## config.mk

```make
export PLATFORM = sky130hd
export DESIGN_NAME = x64_cfg_seq
export DESIGN_NICKNAME = d
export VERILOG_FILES = /design/src/rtl/x64_cfg_seq_pkg.sv /design/src/rtl/x64_cfg_seq_mod_ctr.sv /design/src/rtl/x64_cfg_seq.sv
export SDC_FILE = /design/constraint.sdc
export NUM_CORES = 1
export LEC_CHECK = 0
export ABC_AREA = 0
export CELL_PAD_IN_SITES_DETAIL_PLACEMENT = 0
export CELL_PAD_IN_SITES_GLOBAL_PLACEMENT = 2
export CORE_ASPECT_RATIO = 0.7
export CORE_UTILIZATION = 31
export CTS_BUF_LIST = sky130_fd_sc_hd__clkbuf_4 sky130_fd_sc_hd__clkbuf_8
export CTS_CLUSTER_DIAMETER = 200
export DETAILED_ROUTE_END_ITERATION = 8
export PLACE_DENSITY_LB_ADDON = 0.1
export SLEW_MARGIN = 20
export SYNTH_ARGS = -nofsm -noshare
export SYNTH_HDL_FRONTEND = slang
export SYNTH_HIERARCHICAL = 1
export SYNTH_SLANG_ARGS = --single-unit
```

## constraint.sdc

```tcl
create_clock -name clk_i -period 1.9 [get_ports clk_i]
set_input_delay 0.57 -clock clk_i [delete_from_list [all_inputs] [get_ports clk_i]]
set_output_delay 0.57 -clock clk_i [all_outputs]
set_load 0.01 [all_outputs]
```

## src/rtl/x64_cfg_seq_pkg.sv

```systemverilog
// ----------------------------------------------------------------------------
// x64_cfg_seq_pkg : shared state encoding and width helper for the cluster
//                   configuration sequencer and chip-level config fan-out.
// Revision        : 1.0
// ----------------------------------------------------------------------------
`default_nettype none

package x64_cfg_seq_pkg;

  localparam logic [2:0] CS_IDLE = 3'd0;
  localparam logic [2:0] CS_GRST = 3'd1;
  localparam logic [2:0] CS_LOAD = 3'd2;
  localparam logic [2:0] CS_WAIT = 3'd3;
  localparam logic [2:0] CS_RUN  = 3'd4;
  localparam logic [2:0] CS_ERR  = 3'd5;

  typedef enum logic [2:0] {
    ST_IDLE = CS_IDLE,
    ST_GRST = CS_GRST,
    ST_LOAD = CS_LOAD,
    ST_WAIT = CS_WAIT,
    ST_RUN  = CS_RUN,
    ST_ERR  = CS_ERR
  } cfg_state_e;

  // Counter width for values 0..n-1, never narrower than one bit.
  function automatic int cnt_w(input int n);
    return (n < 2) ? 1 : $clog2(n);
  endfunction

endpackage

`default_nettype wire

```

## src/rtl/x64_cfg_seq_mod_ctr.sv

```systemverilog
// ----------------------------------------------------------------------------
// mod_ctr : modulo-MOD up counter with synchronous clear and enable.
// Revision : 1.0
// ----------------------------------------------------------------------------
`default_nettype none

module mod_ctr #(
  parameter int W   = 2,
  parameter int MOD = 4
) (
  input  logic         clk_i,
  input  logic         rst_ni,
  input  logic         clr_i,
  input  logic         en_i,
  output logic [W-1:0] q_o
);

  localparam logic [W-1:0] c_last = W'(MOD - 1);

  logic [W-1:0] q_q;

  always_ff @(posedge clk_i) begin
    if (!rst_ni) begin
      q_q <= '0;
    end else if (clr_i) begin
      q_q <= '0;
    end else if (en_i) begin
      q_q <= (q_q == c_last) ? '0 : q_q + 1'b1;
    end
  end

  assign q_o = q_q;

endmodule

`default_nettype wire

```

## src/rtl/x64_cfg_seq.sv

```systemverilog
// ----------------------------------------------------------------------------
// x64_cfg_seq : holds grst while streaming config words into one x64 cluster,
//               then releases it and runs the context counter.
// Revision    : 1.0
// ----------------------------------------------------------------------------
`default_nettype none

module x64_cfg_seq
  import x64_cfg_seq_pkg::*;
#(
  parameter int M         = 4,
  parameter int CFG_W     = 5,
  parameter int MAX_WORDS = 4096,
  parameter int GRST_CYC  = 4,
  parameter int TMO_CYC   = 16
) (
  input  logic                             clk_i,
  input  logic                             rst_ni,
  input  logic                             start_i,
  input  logic                             src_valid_i,
  input  logic [CFG_W-1:0]                 src_data_i,
  output logic                             src_ready_o,
  input  logic                             cfgd_i,
  output logic                             grst_o,
  output logic                             cfg_o,
  output logic [CFG_W-1:0]                 cfg_i_o,
  output logic [$clog2(M)-1:0]             m_o,
  output logic                             busy_o,
  output logic                             done_o,
  output logic                             err_o,
  output logic [$clog2(MAX_WORDS+1)-1:0]   wcnt_o
);

  localparam int c_mw = $clog2(M);
  localparam int c_ww = $clog2(MAX_WORDS + 1);
  localparam int c_gw = cnt_w(GRST_CYC);
  localparam int c_tw = cnt_w(TMO_CYC);

  localparam logic [c_ww-1:0] c_max_words = c_ww'(MAX_WORDS);
  localparam logic [c_gw-1:0] c_g_last    = c_gw'(GRST_CYC - 1);
  localparam logic [c_tw-1:0] c_t_last    = c_tw'(TMO_CYC - 1);

  cfg_state_e        state_q, state_d;
  logic [c_gw-1:0]   gcnt_q, gcnt_d;
  logic [c_tw-1:0]   tcnt_q, tcnt_d;
  logic [c_ww-1:0]   wcnt_q, wcnt_d;
  logic              cfg_q, grst_q, busy_q, done_q, err_q;
  logic [CFG_W-1:0]  cfg_data_q;
  logic              xfer;
  logic              m_clr;

  always_comb begin
    state_d     = state_q;
    gcnt_d      = gcnt_q;
    tcnt_d      = tcnt_q;
    wcnt_d      = wcnt_q;
    // cfgd gates ready so a word offered alongside cfgd stays with the source.
    src_ready_o = (state_q == ST_LOAD) && (wcnt_q < c_max_words) && !cfgd_i;
    xfer        = src_valid_i && src_ready_o;

    case (state_q)
      ST_IDLE, ST_RUN, ST_ERR: begin
        if (start_i) begin
          state_d = ST_GRST;
          gcnt_d  = '0;
          wcnt_d  = '0;
        end
      end
      ST_GRST: begin
        gcnt_d = gcnt_q + 1'b1;
        if (gcnt_q == c_g_last) begin
          state_d = ST_LOAD;
          wcnt_d  = '0;
        end
      end
      ST_LOAD: begin
        if (xfer) wcnt_d = wcnt_q + 1'b1;
        if (cfgd_i) begin
          state_d = ST_RUN;
        end else if (wcnt_q == c_max_words) begin
          state_d = ST_WAIT;
          tcnt_d  = '0;
        end
      end
      ST_WAIT: begin
        tcnt_d = tcnt_q + 1'b1;
        if (cfgd_i) begin
          state_d = ST_RUN;
        end else if (tcnt_q == c_t_last) begin
          state_d = ST_ERR;
        end
      end
      default: state_d = ST_IDLE;
    endcase
  end

  always_ff @(posedge clk_i) begin
    if (!rst_ni) begin
      state_q    <= ST_IDLE;
      gcnt_q     <= '0;
      tcnt_q     <= '0;
      wcnt_q     <= '0;
      cfg_q      <= 1'b0;
      cfg_data_q <= '0;
      grst_q     <= 1'b1;
      busy_q     <= 1'b0;
      done_q     <= 1'b0;
      err_q      <= 1'b0;
    end else begin
      state_q <= state_d;
      gcnt_q  <= gcnt_d;
      tcnt_q  <= tcnt_d;
      wcnt_q  <= wcnt_d;
      cfg_q   <= xfer;
      if (xfer) cfg_data_q <= src_data_i;
      grst_q  <= (state_d != ST_RUN);
      busy_q  <= (state_d inside {ST_GRST, ST_LOAD, ST_WAIT});
      done_q  <= (state_d == ST_RUN);
      err_q   <= (state_d == ST_ERR);
    end
  end

  // m restarts at 0 on the first RUN cycle and only advances while RUN persists.
  assign m_clr = !((state_q == ST_RUN) && (state_d == ST_RUN));

  mod_ctr #(
    .W   (c_mw),
    .MOD (M)
  ) u_m_ctr (
    .clk_i  (clk_i),
    .rst_ni (rst_ni),
    .clr_i  (m_clr),
    .en_i   (1'b1),
    .q_o    (m_o)
  );

  assign grst_o  = grst_q;
  assign cfg_o   = cfg_q;
  assign cfg_i_o = cfg_data_q;
  assign busy_o  = busy_q;
  assign done_o  = done_q;
  assign err_o   = err_q;
  assign wcnt_o  = wcnt_q;

endmodule

`default_nettype wire

```

==> results of run 1 <==
==> cells by family after synthesis <==
family | Yosys count
compound gates | 49
fa+ha+maj | 5
buf+inv | 18
flops | 34
mux | 6
other cells | 1
simple gates | 75
==> cell usage in the layout (no fill, tap or decap), drive strengths merged, types with 4 or more instances in the layout <==
cell           netlist  final
o21ai                6      6
a21oi               20     20
clkbuf               5      6
buf                  3     23
or3                  4      4
nand3                6      6
nor2                20     20
or4                  9      9
nand2b               4      4
dfxtp               34     34
nand2               10     10
o31ai                8      8
ha                   5      5
clkdlybuf4s50        0     31
mux2i                6      6
inv                 10     10
==> stage by stage <==
step	utilization [%]	TNS (ns)	std cells	cell area, um^2
after floorplan	-	0	190	1640
after global placement	44.8	-9.06	308	2200
after detailed placement	44.8	-10.05	308	2200
after CTS	48.1	0	317	2360
after global routing	49.6	-0.0356	318	2430
final	49.6	0	318	2430
==> per-layer routing <==
metal / wire [um] / part of all wire, % / vias to the layer above / GRT usage (%)
met2: 1910 / 41 / 53 / 23.8
met5: 0 / 0 / - / 0
li1: - / - / 814 / -
met3: 332 / 7.2 / 9 / 4.49
met4: 53 / 1.1 / 0 / 5.24
met1: 2330 / 50 / 776 / 28.6
==> repair_timing <==
| action | CTS | global route |
|---|---|---|
| setup endpoints to repair | 20 | 17 |
| gates resized for setup | 16 | 21 |
| pin swaps | 8 | 4 |
| cloned | 1 | 1 |
==> area by class of cell <==
cell class / instances / area, um^2 / share of cell area (%)
sequential: 34 / 693 / 28.5
tap: 69 / 86.3 / 3.55
clock inverter: 3 / 40.0 / 1.64
clock buffer: 5 / 68.8 / 2.83
multi-input combinational: 140 / 1000 / 41.2
timing repair buffer: 57 / 507 / 20.8
inverter: 10 / 37.5 / 1.54
==> tightest hold or removal path, cell delays in order (launching register included) <==
cell and delay [ns]:
sky130_fd_sc_hd__dfxtp_1 0.32, sky130_fd_sc_hd__nand2_1 0.05, sky130_fd_sc_hd__o21ai_0 0.06
==> path summary, 6_finish.rpt <==
kind	to	slack [ns]	cells past startpoint
worst max-delay path	wcnt_o[1]$_SDFFE_PN0P_	0.04	6
worst min-delay path	tcnt_q[1]$_SDFFE_PN0P_	0.49	2
worst max register to register	wcnt_o[1]$_SDFFE_PN0P_	0.04	6
worst min register to register	tcnt_q[1]$_SDFFE_PN0P_	0.49	2
==> sequential cells by signal, indices dropped and copies added (netlist names) <==
register	count
wcnt_o	13
state_q	3
busy_o	1
cfg_o	1
err_o	1
cfg_i_o	5
done_o	1
gcnt_q	2
grst_o	1
tcnt_q	4
u_m_ctr/q_o	2
==> power groups by stage <==
stage / combinational, mW / sequential (mW) / clock (mW)
after floorplan: 0.0600 / 0.746 / 0
after global placement: 0.123 / 0.746 / 0
after detailed placement: 0.125 / 0.746 / 0
after CTS: 0.131 / 0.731 / 0.673
after global routing: 0.152 / 0.732 / 0.708
final: 0.137 / 0.732 / 0.650
==> run metrics, run 1 <==
status=finished clean; element type at the critical path start=register; Total Wirelength=4630 um; post-synthesis instance area=between 1500 and 2000 um^2; number of rows in the core area=21; delay of the slowest critical-path stage=roughly 0.55 ns; number of routed nets with antenna violations=0; Power per Cell Area=624 nW/um^2; worst setup timing slack at the placement stage=-0.616 ns; detail-routed via count per cell=5.19; Layout Nets=roughly 260; Tightest Hold Check Type=register to register; fillcell total=between 400 and 500; routed length per instance=approximately 15 um; fraction of the mapped netlist area in compound gates=roughly a fifth; horizontal extent of the die=approximately 90 um; Comb power frac=under 10%; DIE HEIGHT=roughly 63 um; Min-Delay Startpoint=tcnt_q[1]$_SDFFE_PN0P_; most common cell in the netlist=sky130_fd_sc_hd__dfxtp_1; final RePlAce weighted congestion=about 0.79; part of the Yosys area used for sequential elements=between 40% and 50%; via count=1652; first-pass GRT wire length=approximately 7800 um; Clock Skews=0.00459 ns; Buf+Inv Stages, Crit Path=2; Cell Int Power=roughly 1.2 mW; Syn-to-layout area delta=49.0%; total CTS buffers=5; fraction of synthesized cell area taken by the top area cell type=a little over two fifths; number of global-route vias before repair=between 1500 and 2000; worst hold margin=a little under 0.5 ns; startpoint of the worst-slack reg-to-reg timing path=state_q[1]$_SDFF_PN0_; FF+latch count, synth=34; cell with the largest stage delay on the worst path=sky130_fd_sc_hd__or4b_4; relative contribution of sequential cells to total power=about half; largest net degree at the start of global routing=13; 1st-pass router iterations=4; setup violation total in the final timing report=0; multiplexer share of the synthesized area=3.68%; top cell family by delay on the critical path=simple AND/OR/NAND/NOR gates; reported max-cap violation count=0; CORE AREA=around 5000 um^2; highest fanout seen on the critical path=10; fraction of the mapped netlist area in simple logic gates=25.9%; highest attainable clock frequency=roughly 540 MHz; # DRC=0; clock sink count=34; floorplan die area=between 5000 and 6000 um^2; launch point of the worst path=state_q[1]$_SDFF_PN0_; data required time of the worst path=around 2.1 ns; Setup Fix Bufs, Post-CTS=0; H-tree levels=2; ys async rst share=0%; clk buf depth=2; antenna violations before repair=0; Ports=36; most frequently used flop master after synthesis=sky130_fd_sc_hd__dfxtp_1; Port Buffer Count=35; post-synthesis xor/xnor area fraction=0%; effective utilization at floorplan=about a third; Synth area leader=sky130_fd_sc_hd__dfxtp_1; share of layout cells above drive strength 1=around 25%; global-route usage over all layers=between 10% and 20%; Leak Pwr=roughly 0.91 nW; dominant cells by area after synthesis=sky130_fd_sc_hd__dfxtp_1 (42%), sky130_fd_sc_hd__a21oi_1 (5.8%), sky130_fd_sc_hd__nor2_1 (4.6%), sky130_fd_sc_hd__or4_1 (4.1%), sky130_fd_sc_hd__ha_1 (3.8%); endpoint class of the critical path=register; most frequent cell on the critical path=sky130_fd_sc_hd__buf_4; share of the clock period used by the worst path after layout=97.8%; hold violation total from the final report=0; synth cell count leaders=sky130_fd_sc_hd__dfxtp_1 (34), sky130_fd_sc_hd__nor2_1 (20), sky130_fd_sc_hd__a21oi_1 (19), sky130_fd_sc_hd__inv_1 (10), sky130_fd_sc_hd__nand2_1 (10); net switching share of the total power=between 20 and 25%; synthesized area divided by synthesized cell count=approximately 8.7 um^2; worst-case setup margin in the final layout=~0.043 ns; dominant combinational cell family by area after synthesis=simple AND/OR/NAND/NOR gates; hold_buf cts=0; Arrival @ worst endpoint=approximately 2.1 ns; post-synth cell types=between 40 and 50; type of the worst setup path=register to register; Post-synth EDFFs=0; clock root buffer master=sky130_fd_sc_hd__clkbuf_8; count of warnings emitted by yosys=6; CTS tree=yes; Sw Pwr=between 0.3 and 0.4 mW; adder-cell share of the synthesized area=3.83%; clock insertion delay at the later pin of the skew report=0.28 ns; DRC violation total after the first TritonRoute iteration=between 70 and 80; total power of the final layout=~1.5 mW; number of antenna diodes=0; Post-DP HPWL=3220 um; aggregate global routing overflow=0; relative contribution of the clock network to total power=around 43%; count of mapped cells out of synthesis=about 190; critical-path cell list=buf_4, buf_4, nand4bb_4, o221a_4, or4b_4, a21oi_2; Worst-path clk slew=0.07 ns; minimum clock period after layout=~1.9 ns; worst vdd rail ir drop=roughly 0.36 mV; Max Transition Viols Final=0
Power figures use the tool's default switching activity.
==> run 2: changes to the inputs <==
--- a/config.mk
+++ b/config.mk
@@ -14,5 +14,5 @@
 export CTS_CLUSTER_DIAMETER = 200
 export DETAILED_ROUTE_END_ITERATION = 8
-export PLACE_DENSITY_LB_ADDON = 0.1
+export PLACE_DENSITY = 0.83
 export SLEW_MARGIN = 20
 export SYNTH_ARGS = -nofsm -noshare
==> constraint.sdc (replaced) <==
create_clock -name clk_i -period 1.9 [get_ports clk_i]
set_input_delay 0.38 -clock clk_i [delete_from_list [all_inputs] [get_ports clk_i]]
set_output_delay 0.38 -clock clk_i [all_outputs]
set_load 0.01 [all_outputs]
==> run 2 against run 1 <==
- combinational power fell by 7%
- power shrank 6.1%
- die area did not move
- first-iteration DRC count grew 41%
- register-to-register slack improved by 0.05 ns
- clock-buffer cell count is 2 higher
- hold slack worse by 0.0025 ns
- utilization is 2.4 points lower
- clock power decreased by 13%
- critical endpoint is now wcnt_o[7]$_SDFFE_PN0P_
- largest power group unchanged
==> run metrics, run 2 (same netlist as run 1, synthesis figures left out) <==
worst-case setup margin in the final layout=0.0561 ns; total CTS buffers=5; number of flip-flops under the largest register name=13; clock root buffer master=sky130_fd_sc_hd__clkbuf_8; largest net degree at the start of global routing=16; highest fanout seen on the critical path=15; Tightest Hold Check Type=register to register; number of routed nets with antenna violations=0; antenna violations before repair=0; share of layout cells above drive strength 1=between 10 and 15%; element type at the critical path start=input port; Layout Nets=262; total power of the final layout=roughly 1.4 mW; delay of the slowest critical-path stage=~0.53 ns; Ports=36; register-to-register path setup slack=roughly 0.090 ns; number of global-route vias before repair=roughly 1600; floorplan die area=5570 um^2; Worst-path clk slew=approximately 0.070 ns; clk buf depth=2; CTS tree=yes; clock insertion delay at the later pin of the skew report=about 0.28 ns; Sw Pwr=about 0.33 mW; Buf+Inv Stages, Crit Path=1; routed length per instance=approximately 14 um; number of antenna diodes=0; final std cell area, no fill=between 2000 and 2500 um^2; Max Transition Viols Final=0; H-tree levels=2; worst hold margin=slightly below 0.5 ns; effective utilization at floorplan=between 30% and 40%; # DRC=0; relative contribution of sequential cells to total power=roughly half; worst setup timing slack at the placement stage=-0.313 ns; number of rows in the core area=21; final RePlAce weighted congestion=a little under 0.8; commonest non-fill, non-tap cell in the layout=sky130_fd_sc_hd__dfxtp_1; reported max-cap violation count=0; data required time of the worst path=2.11 ns; Total Wirelength=between 4000 and 5000 um; type of the worst setup path=input port to register; highest attainable clock frequency=about 540 MHz; Final TNS setup=0 ns; top cell family by delay on the critical path=simple AND/OR/NAND/NOR gates; Port Buffer Count=35; Syn-to-layout area delta=41.8%; Post-Place Cell Area=approximately 2200 um^2; via count=approximately 1600; hold_buf cts=0; endpoint class of the critical path=register; net switching share of the total power=a little under a quarter; post-route insts no fill=317; DRC violation total after the first TritonRoute iteration=between 100 and 150; aggregate global routing overflow=0; worst vdd rail ir drop=roughly 0.32 mV; final design utilization=between 40% and 50%; Placed Cells=309; share of the clock period used by the worst path after layout=97.0%; detail-routed via count per cell=slightly above 5; first-pass GRT wire length=~7300 um; Arrival @ worst endpoint=2.05 ns; DIE HEIGHT=~63 um; Power per Cell Area=~600 nW/um^2; Leak Pwr=~0.88 nW; 1st-pass router iterations=4; global-route usage over all layers=between 15 and 20%; clock sink count=34; hold violation total from the final report=0; horizontal extent of the die=a little under 90 um; Cell Int Power=around 1.1 mW; minimum clock period after layout=roughly 1.8 ns; commonest non-fill, non-tap cells in the layout=sky130_fd_sc_hd__dfxtp_1 (34), sky130_fd_sc_hd__clkdlybuf4s50_1 (33), sky130_fd_sc_hd__buf_4 (23); Clock Skews=roughly 0.0043 ns; setup violation total in the final timing report=0; CORE AREA=~5000 um^2; status=finished clean; Post-DP HPWL=roughly 3200 um; Comb power frac=~9.0%; critical-path cell list=clkdlybuf4s50_1, nor2_1, o221a_4, or4_1, a21oi_1; relative contribution of the clock network to total power=39.8%; cell with the largest stage delay on the worst path=sky130_fd_sc_hd__clkdlybuf4s50_1
==> run 2: changes by cell type in the layout (fill, tap and decap cells not counted), moves of 5 or more <==
cell	before	now
sky130_fd_sc_hd__a21oi_1	14	19
sky130_fd_sc_hd__a21oi_2	6	1
sky130_fd_sc_hd__dfxtp_1	24	34
sky130_fd_sc_hd__dfxtp_2	10	0
==> run 2: worst paths after layout <==
kind / from / cells past startpoint / endpoint
max: start_i / 5 / wcnt_o[7]$_SDFFE_PN0P_
min: tcnt_q[3]$_SDFFE_PN0P_ / 1 / tcnt_q[3]$_SDFFE_PN0P_
max reg2reg: state_q[2]$_SDFF_PN0_ / 5 / wcnt_o[7]$_SDFFE_PN0P_
min reg2reg: tcnt_q[3]$_SDFFE_PN0P_ / 1 / tcnt_q[3]$_SDFFE_PN0P_
==> run 2: power by group through the flow <==
stage | sequential [mW] | clock, mW | combinational [mW]
2_1_floorplan | 0.746 | 0 | 0.0600
5_1_grt | 0.731 | 0.620 | 0.142
6_report | 0.730 | 0.568 | 0.128
3_5_place_dp | 0.746 | 0 | 0.126
3_3_place_gp | 0.745 | 0 | 0.123
4_1_cts | 0.729 | 0.581 | 0.127
==> run 2: layout make-up <==
| class | instances | area [um^2] |
|---|---|---|
| inverter | 10 | 37.5 |
| tap | 69 | 86.3 |
| timing repair buffer | 58 | 520 |
| clock inverter | 1 | 5.00 |
| sequential | 34 | 681 |
| multi-input combinational | 138 | 897 |
| clock buffer | 7 | 90.1 |
| fill | 483 | 2600 |
==> run 2: metal layers <==
metal / share of wire (%) / up-vias / global-route usage [%]
li1: - / 810 / -
met1: 50 / 770 / 24.5
met2: 45 / 38 / 24.9
met3: 4.2 / 2 / 3.57
met4: 0.51 / 0 / 5.24
met5: 0 / - / 0
==> run 2: what timing repair did <==
item,4_1_cts,5_1_grt
setup endpoints to repair,2,10
resized for setup,2,3
setup buffers,0,0
pin swaps,0,2
endpoints found under the hold margin,0,0
==> run 3: changes to the inputs <==
- CORE_UTILIZATION: 31 -> 29
- CTS_BUF_LIST: sky130_fd_sc_hd__clkbuf_4 sky130_fd_sc_hd__clkbuf_8 -> sky130_fd_sc_hd__clkbuf_8 sky130_fd_sc_hd__clkbuf_16
- CTS_CLUSTER_DIAMETER: 200 -> 30
- HOLD_SLACK_MARGIN: not set -> 0.08
- PLACE_DENSITY: 0.83 -> 0.79
==> run 3 against run 2 <==
- clock skew grew 0.0025 ns
- die area grew 6.7%
- register-to-register slack gained 0.05 ns
- utilization shrank 2.4 points
- via count shrank 4.5%
- sequential power is essentially flat
- design area grew 3.1%
- critical path depth is the same
- hold slack lost 0.0015 ns
- clock-buffer cell count shrank 1
- power grew 7.5%
==> run metrics, run 3 (same netlist as run 1, synthesis figures left out) <==
status=finished clean; share of layout cells above drive strength 1=16.4%; Max Transition Viols Final=0; DRC violation total after the first TritonRoute iteration=37; total CTS buffers=5; cell with the largest stage delay on the worst path=sky130_fd_sc_hd__or4b_1; aggregate global routing overflow=0; Worst-path clk slew=around 0.07 ns; # DRC=0; Post-DP HPWL=about 3100 um; Clock Skews=about 0.0068 ns; Ports=36; Syn-to-layout area delta=46.2%; worst setup timing slack at the placement stage=-0.338 ns; 1st-pass router iterations=4; share of the clock period used by the worst path after layout=94.2%; clk buf depth=2; commonest non-fill, non-tap cells in the layout=sky130_fd_sc_hd__dfxtp_1 (34), sky130_fd_sc_hd__clkdlybuf4s50_1 (34), sky130_fd_sc_hd__buf_4 (25); fillcell total=approximately 560; largest net degree at the start of global routing=22; H-tree levels=2; antenna violations before repair=0; minimum clock period after layout=1.79 ns; Global Route met3 Usage=4.23%; Total Wirelength=slightly above 4000 um; endpoint class of the critical path=register; CORE AREA=5340 um^2; number of routed nets with antenna violations=0; number of rows in the core area=22; worst-case setup margin in the final layout=~0.11 ns; Multi-input gate area=~910 um^2; post-route insts no fill=322; Layout Nets=approximately 270; delay of the slowest critical-path stage=between 0.5 and 0.6 ns; clock root buffer master=sky130_fd_sc_hd__clkbuf_8; Port Buffer Count=35; hold_buf cts=0; global-route usage over all layers=between 10% and 20%; via count=between 1500 and 2000; CTS tree=yes; highest attainable clock frequency=559 MHz; Min-Delay Startpoint=tcnt_q[1]$_SDFFE_PN0P_; register-to-register path setup slack=around 0.14 ns; data required time of the worst path=between 2 and 2.5 ns; startpoint of the worst-slack reg-to-reg timing path=state_q[2]$_SDFF_PN0_; Arrival @ worst endpoint=2.01 ns; busiest layer in global routing=met1; unrepaired setup endpoints after global routing=no; setup violation total in the final timing report=0; element type at the critical path start=input port; hold violation total from the final report=0; clock insertion delay at the later pin of the skew report=approximately 0.28 ns; Placed Cells=approximately 320; worst vdd rail ir drop=between 0.2 and 0.3 mV; Setup Fix Bufs, Post-CTS=0; highest fanout seen on the critical path=21; final RePlAce weighted congestion=about 0.76; launch point of the worst path=start_i; detail-routed via count per cell=roughly 4.8; first-pass GRT wire length=between 6000 and 7000 um; critical-path cell list=clkdlybuf4s50_1, nor2_1, o221a_4, or4b_1, a21oi_1; Power per Cell Area=642 nW/um^2; clock sink count=34; Leak Pwr=approximately 0.91 nW; horizontal extent of the die=91.7 um; Tightest Hold Check Type=register to register; routed length per instance=between 10 and 15 um; number of global-route vias before repair=around 1400; floorplan die area=roughly 6000 um^2; sequential cell area=slightly below 700 um^2; met2 Track Usage GR=between 20% and 30%; number of flip-flops under the largest register name=13; met1 track utilization from global routing=21.8%; reported max-cap violation count=0; number of antenna diodes=0; DIE HEIGHT=~65 um; type of the worst setup path=input port to register; effective utilization at floorplan=a little under a third
[run 3: repair_timing]
action / in CTS / in global routing
setup endpoints to repair: 3 / 11
pin swaps: 0 / 0
resized for setup: 2 / 6
[run 3: worst paths after layout]
check | end | cells past startpoint
worst max-delay path | wcnt_o[1]$_SDFFE_PN0P_ | 5
worst min-delay path | tcnt_q[1]$_SDFFE_PN0P_ | 2
worst max register to register | wcnt_o[1]$_SDFFE_PN0P_ | 4
worst min register to register | tcnt_q[1]$_SDFFE_PN0P_ | 2
[run 3: metrics by stage]
stage          total power [mW]  util, %  hold WS [ns]  TNS, ns  instance area, um^2
2_1_floorplan             0.806        -         0.444        0                 1640
3_3_place_gp              0.872     42.1         0.473    -3.37                 2250
3_5_place_dp              0.873     42.1         0.478    -3.18                 2250
4_1_cts                    1.56     44.3         0.489        0                 2370
5_1_grt                    1.60     44.7         0.526        0                 2390
6_report                   1.53     44.7         0.484        0                 2390
[run 3: report_power, final]
| part | total (mW) | leakage (nW) | internal, mW | switching (mW) |
|---|---|---|---|---|
| logic | 0.127 | 0.578 | 0.0657 | 0.0612 |
| clock network | 0.675 | 0.0573 | 0.420 | 0.255 |
| registers | 0.731 | 0.275 | 0.722 | 0.00959 |
[run 3: critical path: cells and delay by family]
kind | cells | cell delay, ns
AO/OA/AOI/OAI | 2 | 0.50
buffers and inverters | 1 | 0.50
AND/OR/NAND/NOR | 2 | 0.63
[run 3: routing by layer]
| metal | routed length, um | vias up |
|---|---|---|
| met3 | 172 | 3 |
| met1 | 2250 | 707 |
| met5 | 0 | - |
| met2 | 1700 | 32 |
| met4 | 19 | 0 |
| li1 | - | 805 |
[run 3: cell type report]
class	instances	share of cell area, %
clock buffers	6	3.46
inverters	10	1.57
clock inverters	1	1.26
multi-input cells	138	38.3
well taps	72	3.77
flip-flops and latches	34	28.5
repair buffers	61	23.2
